--- src/rtl/bus_cycle_ctrl.sv ---
`default_nettype none
// ============================================================================
// Module      : bus_cycle_ctrl
// Description : Multiplexed-bus cycle sequencer (T1/T2/TW/T3) with programmable
//               wait states and READY stretching. Optional macro BUS_TIMEOUT_EN
//               adds a READY-stall abort with an err pulse.
// Revision    : 1.0 - initial release
// ============================================================================
module bus_cycle_ctrl #(
   parameter int AW      = 16,
   parameter int DW      = 8,
   parameter int WW      = 3,
   parameter int TIMEOUT = 15
) (
   input  logic                 clk,
   input  logic                 rst,
   input  logic                 req,
   input  logic [1:0]           req_type,
   input  logic                 req_fetch,
   input  logic [AW-1:0]        req_addr,
   input  logic [DW-1:0]        req_wdata,
   input  logic [WW-1:0]        wait_cfg,
   input  logic                 ready,
   output logic                 busy,
   output logic                 done,
   output logic                 err,
   output logic [DW-1:0]        rdata,
   output logic [AW-DW-1:0]     haddress,
   output logic [DW-1:0]        ad_out,
   output logic                 ad_oe,
   input  logic [DW-1:0]        ad_in,
   output logic                 ALE,
   output logic                 RDn,
   output logic                 WRn,
   output logic                 IOMn,
   output logic                 S1,
   output logic                 S0
);

   typedef enum logic [2:0] {
      S_IDLE = 3'd0,
      S_T1   = 3'd1,
      S_T2   = 3'd2,
      S_TW   = 3'd3,
      S_T3   = 3'd4
   } state_t;

   state_t            state_q, state_d;
   logic              busy_q, busy_d, done_q, done_d;
   logic [DW-1:0]     rdata_q, rdata_d;
   logic [AW-DW-1:0]  haddr_q, haddr_d;
   logic [DW-1:0]     adout_q, adout_d;
   logic              adoe_q, adoe_d, ale_q, ale_d;
   logic              rdn_q, rdn_d, wrn_q, wrn_d, iomn_q, iomn_d;
   logic [1:0]        stat_q, stat_d;
   logic              wr_q, wr_d;
   logic [DW-1:0]     wdata_q, wdata_d;
   logic [WW-1:0]     wcnt_q, wcnt_d;
   logic              abort;

`ifdef BUS_TIMEOUT_EN
   localparam int            SW        = $clog2(TIMEOUT + 2);
   localparam logic [SW-1:0] C_TIMEOUT = SW'(TIMEOUT);
   logic [SW-1:0] stall_q, stall_d;
   logic          err_q, err_d;
   assign abort = (state_q == S_TW) && (stall_q == C_TIMEOUT);
   assign err   = err_q;
`else
   logic unused_timeout;
   assign unused_timeout = (TIMEOUT != 0);
   assign abort = 1'b0;
   assign err   = 1'b0;
`endif

   always_comb begin
      state_d = state_q;
      busy_d  = busy_q;
      done_d  = 1'b0;
      rdata_d = rdata_q;
      haddr_d = haddr_q;
      adout_d = adout_q;
      adoe_d  = adoe_q;
      ale_d   = ale_q;
      rdn_d   = rdn_q;
      wrn_d   = wrn_q;
      iomn_d  = iomn_q;
      stat_d  = stat_q;
      wr_d    = wr_q;
      wdata_d = wdata_q;
      wcnt_d  = wcnt_q;
`ifdef BUS_TIMEOUT_EN
      stall_d = stall_q;
      err_d   = 1'b0;
`endif
      case (state_q)
         S_IDLE: begin
            if (req) begin
               state_d = S_T1;
               busy_d  = 1'b1;
               wr_d    = req_type[0];
               wdata_d = req_wdata;
               wcnt_d  = wait_cfg;
               ale_d   = 1'b1;
               adout_d = req_addr[DW-1:0];
               adoe_d  = 1'b1;
               haddr_d = req_addr[AW-1:DW];
               iomn_d  = req_type[1];
               // Fetch status only qualifies a memory read.
               if (req_fetch && (req_type == 2'b00)) stat_d = 2'b11;
               else if (req_type[0])                 stat_d = 2'b01;
               else                                  stat_d = 2'b10;
`ifdef BUS_TIMEOUT_EN
               stall_d = '0;
`endif
            end
         end
         S_T1: begin
            state_d = S_T2;
            ale_d   = 1'b0;
            if (wr_q) begin
               wrn_d   = 1'b0;
               adout_d = wdata_q;
               adoe_d  = 1'b1;
            end else begin
               rdn_d   = 1'b0;
               adoe_d  = 1'b0;
            end
         end
         S_T2, S_TW: begin
            if (abort) begin
               state_d = S_IDLE;
               busy_d  = 1'b0;
               rdn_d   = 1'b1;
               wrn_d   = 1'b1;
               adoe_d  = 1'b0;
               iomn_d  = 1'b0;
               stat_d  = 2'b00;
               if (!wr_q) rdata_d = '1;
`ifdef BUS_TIMEOUT_EN
               err_d   = 1'b1;
`endif
            end else if (wcnt_q != '0) begin
               state_d = S_TW;
               wcnt_d  = wcnt_q - WW'(1);
            end else if (!ready) begin
               state_d = S_TW;
`ifdef BUS_TIMEOUT_EN
               stall_d = stall_q + SW'(1);
`endif
            end else begin
               state_d = S_T3;
            end
         end
         S_T3: begin
            state_d = S_IDLE;
            busy_d  = 1'b0;
            done_d  = 1'b1;
            rdn_d   = 1'b1;
            wrn_d   = 1'b1;
            adoe_d  = 1'b0;
            iomn_d  = 1'b0;
            stat_d  = 2'b00;
            if (!wr_q) rdata_d = ad_in;
         end
         default: state_d = S_IDLE;
      endcase
   end

   always_ff @(posedge clk or posedge rst) begin
      if (rst) begin
         state_q <= S_IDLE;
         busy_q  <= 1'b0;
         done_q  <= 1'b0;
         rdata_q <= '0;
         haddr_q <= '0;
         adout_q <= '0;
         adoe_q  <= 1'b0;
         ale_q   <= 1'b0;
         rdn_q   <= 1'b1;
         wrn_q   <= 1'b1;
         iomn_q  <= 1'b0;
         stat_q  <= 2'b00;
         wr_q    <= 1'b0;
         wdata_q <= '0;
         wcnt_q  <= '0;
`ifdef BUS_TIMEOUT_EN
         stall_q <= '0;
         err_q   <= 1'b0;
`endif
      end else begin
         state_q <= state_d;
         busy_q  <= busy_d;
         done_q  <= done_d;
         rdata_q <= rdata_d;
         haddr_q <= haddr_d;
         adout_q <= adout_d;
         adoe_q  <= adoe_d;
         ale_q   <= ale_d;
         rdn_q   <= rdn_d;
         wrn_q   <= wrn_d;
         iomn_q  <= iomn_d;
         stat_q  <= stat_d;
         wr_q    <= wr_d;
         wdata_q <= wdata_d;
         wcnt_q  <= wcnt_d;
`ifdef BUS_TIMEOUT_EN
         stall_q <= stall_d;
         err_q   <= err_d;
`endif
      end
   end

   assign busy     = busy_q;
   assign done     = done_q;
   assign rdata    = rdata_q;
   assign haddress = haddr_q;
   assign ad_out   = adout_q;
   assign ad_oe    = adoe_q;
   assign ALE      = ale_q;
   assign RDn      = rdn_q;
   assign WRn      = wrn_q;
   assign IOMn     = iomn_q;
   assign S1       = stat_q[1];
   assign S0       = stat_q[0];

endmodule
`default_nettype wire

--- config.mk ---
export PLATFORM = sky130hd
export DESIGN_NAME = bus_cycle_ctrl
export DESIGN_NICKNAME = d
export VERILOG_FILES = /design/src/rtl/bus_cycle_ctrl.sv
export SDC_FILE = /design/constraint.sdc
export NUM_CORES = 1
export LEC_CHECK = 0
export ABC_AREA = 0
export BUFFER_PORTS_ARGS = -buffer_cell sky130_fd_sc_hd__buf_2
export CAP_MARGIN = 20
export CELL_PAD_IN_SITES_DETAIL_PLACEMENT = 0
export CELL_PAD_IN_SITES_GLOBAL_PLACEMENT = 2
export CORE_MARGIN = 5
export CORE_UTILIZATION = 25
export CTS_CLUSTER_DIAMETER = 100
export DETAILED_ROUTE_END_ITERATION = 10
export GPL_ROUTABILITY_DRIVEN = 0
export GPL_TIMING_DRIVEN = 1
export PLACE_DENSITY = 0.78
export SYNTH_ARGS = -nofsm -noshare
export SYNTH_HDL_FRONTEND = slang
export SYNTH_SLANG_ARGS = --single-unit
export TNS_END_PERCENT = 20
--- constraint.sdc ---
create_clock -name clk -period 4.2 [get_ports clk]
set_input_delay 0.21 -clock clk [delete_from_list [all_inputs] [get_ports clk]]
set_output_delay 0.21 -clock clk [all_outputs]
set_load 0.01 [all_outputs]
Word level (Yosys, flattened, before mapping)
Cells that the tools add are included.

Reduce and logical (&&, ||, !) cells: 19. $add $sub $neg: 1. Equal/unequal tests: 8. Bitwise operators: 1. Multiplexer cells: 26.

Operators by type and width (count): $mux 8 (2); $pmux 8 s2 (1); $mux 3 (5); $reduce_and 2->1 (7); $pmux 1 s2 (5); $pmux 3 s3 (1); $ne 2x2->1 const B (4); $reduce_bool 2->1 (4); $eq 3x2->1 const B (2); $mux 1 (6); $mux 2 (3); $pmux 3 s2 (1); $reduce_and 3->1 (2); $reduce_bool 3->1 (2); $pmux 2 s2 (1); $eq 3x1->1 const B (1); $eq 3x3->1 const B (1); $logic_not 3->1 (1); $pmux 1 s3 (1); $sub 3x1->3 const B (1); $logic_not 2->1 (1); $reduce_or 2->1 (1); $logic_and 1x1->1 (1); $not 1->1 (1).

Flip-flop bits (word level): 48. Input bits: 42. Logic and storage cells: 70. Output and inout bits: 34.

Longest topological paths before layout
Depth after elaboration: 5. Depth in mapped cells: 6. Gate-level depth less buffers: 5.

Worst setup path before layout
OpenSTA, ideal clock, no wires.

Path type: flip-flop to flip-flop. Start point: register state_q[0]. End point: register rdata_q[0], in the netlist rdata[0]. Clock period less this slack: 1.548 ns. Cell stages (with the launch flop): 5. Required time: 4.075 ns. Setup time: 0.125 ns. Data arrival time: 1.424 ns. Path buffers: 1. Slack: 2.652 ns. Cells stage by stage: dfrtp_1 -> buf_6 -> or3b_4 -> nor2_4 -> mux2_2.

Cells in the longest elaborated chain, start to end: 2.

Ends and longest elaborated chain: start, declared (line 48) `state_t state_q, state_d;`; start signal, assigned (line 191) `state_q <= state_d;`; $eq 3x3->1 (line 95) `case (state_q)`; $reduce_and 2->1 (no line); end signal, assigned (line 194) `rdata_q <= rdata_d;`; end, declared (line 50) `logic [DW-1:0] rdata_q, rdata_d;`.

No other way between the ends. A chain may end at the register's enable or synchronous reset.

Worst setup path after layout
Start point: register state_q[0]. End point: register iomn_q, in the netlist IOMn.

Cells in the longest elaborated chain, start to end: 3. Elaborated cells between the ends (all ways): 6. Classes of those cells: eq/ne (2); mux (1); reduce/logical (3).

Ends and longest elaborated chain: $eq 3x3->1 or $logic_not 3->1 (tied branches) (line 95); $reduce_bool 2->1 (no line) or $ne 2x2->1 (tied branches); $reduce_and 2->1 (no line); end signal, assigned (line 201) `iomn_q <= iomn_d;`; end, declared (line 54) `logic rdn_q, rdn_d, wrn_q, wrn_d, iomn_q, iomn_d;`.

Several ways; a longest one is shown, not always the timed one.

==> reports/results.tsv <==
stage	metric	value	unit
grt	grt_pass1_vias	1601	
sta	finalSetupViolations	0	
route	vias	1610	
route	wl_met3	299	µm
grt	grt_overflow	0	
cells_and_area	fin_util	32.9	%
logic_synthesis	ys_top_cells_by_area	dfrtp_1, mux2_2, nand2_1	
grt	grt_max_degree	49	
placement	port_buffers	74	
route	viasPerCell	4.33	
sta	drv_slew	0	
route	highest_layer	met4	
setup_path	crit_type	flip-flop to flip-flop	
pwr	irDropWorstVdd	0.170	mV
setup_path	worst_ep_arrival_time	2.16	ns
logic_synthesis	ys_seq_elements	48	
pwr	switchingPower	553	µW
logic_synthesis	ys_seq_area_share	56.0	%
sta	rsz0062_at_grt	false	
die	die_y	103	µm
status	status	complete, no violations	
setup_path	slowest_delay	0.68	ns
die	die_w	103	µm
die	dieArea	10500	µm²
cells_and_area	nFillCells	875	
setup_path	critical_path_required	4.39	ns
grt	grtUsageTotal	9.38	%
cells_and_area	num_antenna_cells	0	
setup_path	crit_chain	nor4b_4 > buf_8 > nor2_1 > a22o_1	
sta	clock-skew-final	0.00298	ns
route	drt_wl_total	5.06	mm
pwr	pwr-share-clk	20.0	%
setup_path	cpMaxStageDelayCell	nor4b_4	
cells_and_area	seqCellArea	1200	µm²
die	core_area	8300	µm²
pwr	netSwitchingFraction	33.3	%
placement	place_inst	362	
die	num_rows	33	
pwr	powerDensity	608	nW/µm²
route	met2WireLength	2.37	mm
setup_path	crit_fanout	18	
logic_synthesis	yosys_most_used_dff	dfrtp_1	
setup_path	worstPathBufferInverterCount	1	
clocking	cts.clk_slew.worst_paths	0.09	ns
route	dr.first_iter.drc_count	58	
logic_synthesis	synth.distinct_cells	36	
clocking	clockBufferDepth	2	
clocking	clockRootBuffer	clkbuf_8	
clocking	worstSkewPairLatency	0.29	ns
sta	period_share	47.0	%
pwr	power_frac_seq	46.4	%
hold_path	hold_path_class	input pin to flip-flop	
cells_and_area	area_growth	27.0	%
pwr	power.leakage	1.42	nW
pwr	p_comb_share	33.6	%
clocking	cts_tree	built	
sta	worst_slew_pin_slew	0.717	ns
cells_and_area	multiInputGateArea	851	µm²
logic_synthesis	synthesis.area	2150	µm²
logic_synthesis	synth_edf_count	0	
route	post_drt_wl_per_cell	13.6	µm
pwr	intPower	1.11	mW
logic_synthesis	yosys-top-cells-count	nand2_1, dfrtp_1, mux2_2, a21oi_1, nor2_1	
logic_synthesis	synth_nets	236	
logic_synthesis	synthArstFlopShare	100	%
logic_synthesis	ys_warn_count	0	
setup_path	cp-start-kind	flip-flop	
sta	hold_viol	0	
die	ios	76	
sta	relSlewSlack	52.2	%
setup_path	crit_path_end_kind	flip-flop	
route	ant_nets	0	
clocking	cts_max_level	2	
die	start_util	25.9	%
cells_and_area	drive_above_1_share	44.2	%
logic_synthesis	synthCells	192	
placement	dp_hpwl	3.60	mm
job	max_cap_viol_count	0	
cells_and_area	fin_cells	372	
grt	grt_antenna_before_repair	0	
setup_path	critical_path.top_delay_family	simple AND/OR/NAND/NOR gates	
logic_synthesis	yosysMostFrequentCell	nand2_1	
pwr	power.total	1.66	mW
clocking	cts-resized-gates	0	
route	drt_pre_antenna_iters	4	
clocking	cts_buffers	5	
logic_synthesis	synth.avg_cell_area	11.2	µm²
logic_synthesis	synth_top_area_share	53.6	%
sta	fmax	0.506	GHz
clocking	cts.sinks	48	
sta	finalCriticalPeriod	1.98	ns
grt	grt_pass1_wl	7.73	mm
cells_and_area	fin_nets	310	
sta	fin_tns_setup	0	ns
logic_synthesis	synth_largest_area_cell	dfrtp_1	
route	wl_met1	2.38	mm
route	drc_errors	0	
[registers in the layout, summed over array words and instances, names as in the netlist]
register  count
stat_q        2
IOMn          1
busy          1
WRn           1
haddress      8
done          1
RDn           1
state_q       3
ad_out        8
rdata         8
ALE           1
wdata_q       8
wcnt_q        3
wr_q          1
ad_oe         1
[logic make-up (layout without fill, tap and decap cells)]
family	count (synthesis)	in the layout	synth area share [%]
and+or+nand+nor	80	80	18.0
DFF	48	48	56.0
muxes	25	25	13.0
AOI/OAI and AO/OA	21	21	7.22
buffers and inverters	15	90	4.37
adders and majority gates	2	2	1.16
other	1	1	0.175
[cell usage in the layout, fill, tap and decap left out, drive strengths merged, types with 2 or more instances in the layout]
cell     synthesis  final
mux2            24     24
clkbuf           2      6
buf              8     76
ha               2      2
nor2b            4      4
nand2b           2      2
nor3             3      3
dfstp            2      2
nor2             8      8
a21oi            7      7
o2bb2ai          2      2
nand2           57     57
o22ai            2      2
o31ai            2      2
inv              5      5
dfrtp           46     46
[path summary, 6_finish.rpt]
check / startpoint / to / slack [ns] / cells past startpoint
worst min register to register: wdata_q[5] / wdata_q[5] / 0.48 / 2
worst min-delay path: req_addr[15] / haddress[7] / 0.1 / 3
worst max register to register: state_q[0] / IOMn / 2.22 / 4
max in group asynchronous: rst / WRn / 3.25 / 4
worst max-delay path: state_q[0] / IOMn / 2.22 / 4
min in group asynchronous: rst / rdata[6] / 0.41 / 3
[routing by layer]
| metal | GRT usage, % | up-vias |
|---|---|---|
| met5 | 0 | - |
| met4 | 2.52 | 0 |
| met3 | 2.50 | 3 |
| met2 | 14.8 | 46 |
| met1 | 12.7 | 770 |
| li1 | - | 791 |
[tightest hold or removal path, stage by stage]
cell and delay (ns):
buf_2 0.07, nand2_1 0.04, nand2_1 0.04
[final cells by class]
class / count / share of cell area, %
Clock buffer: 6 / 2.66
Clock inverter: 2 / 1.28
Inverter: 5 / 0.688
Multi-Input combinational cell: 129 / 31.2
Sequential cell: 48 / 44.1
Tap cell: 105 / 4.82
Timing Repair Buffer: 77 / 15.2
[stage by stage]
step	cell area (µm²)	hold slack (ns)	setup slack (ns)
2_1_floorplan	2150	0.285	2.65
3_3_place_gp	2570	0.401	1.81
3_5_place_dp	2590	0.403	2.18
4_1_cts	2700	0.0911	2.16
5_1_grt	2730	0.100	2.08
6_report	2730	0.0974	2.22
[timing repair]
action | in CTS | in global routing
buffers inserted | 0 | 0
hold endpoints to repair | 0 | 12
hold buffers | 0 | 1
[power groups by stage]
stage | clock (mW) | combinational (mW) | sequential [mW]
floorplan | 0 | 0.352 | 0.789
global placement | 0 | 0.553 | 0.780
detailed placement | 0 | 0.562 | 0.779
CTS | 0.343 | 0.565 | 0.771
global route | 0.358 | 0.626 | 0.798
finish | 0.332 | 0.558 | 0.769
No activity file was read; power rests on OpenSTA's default activity.
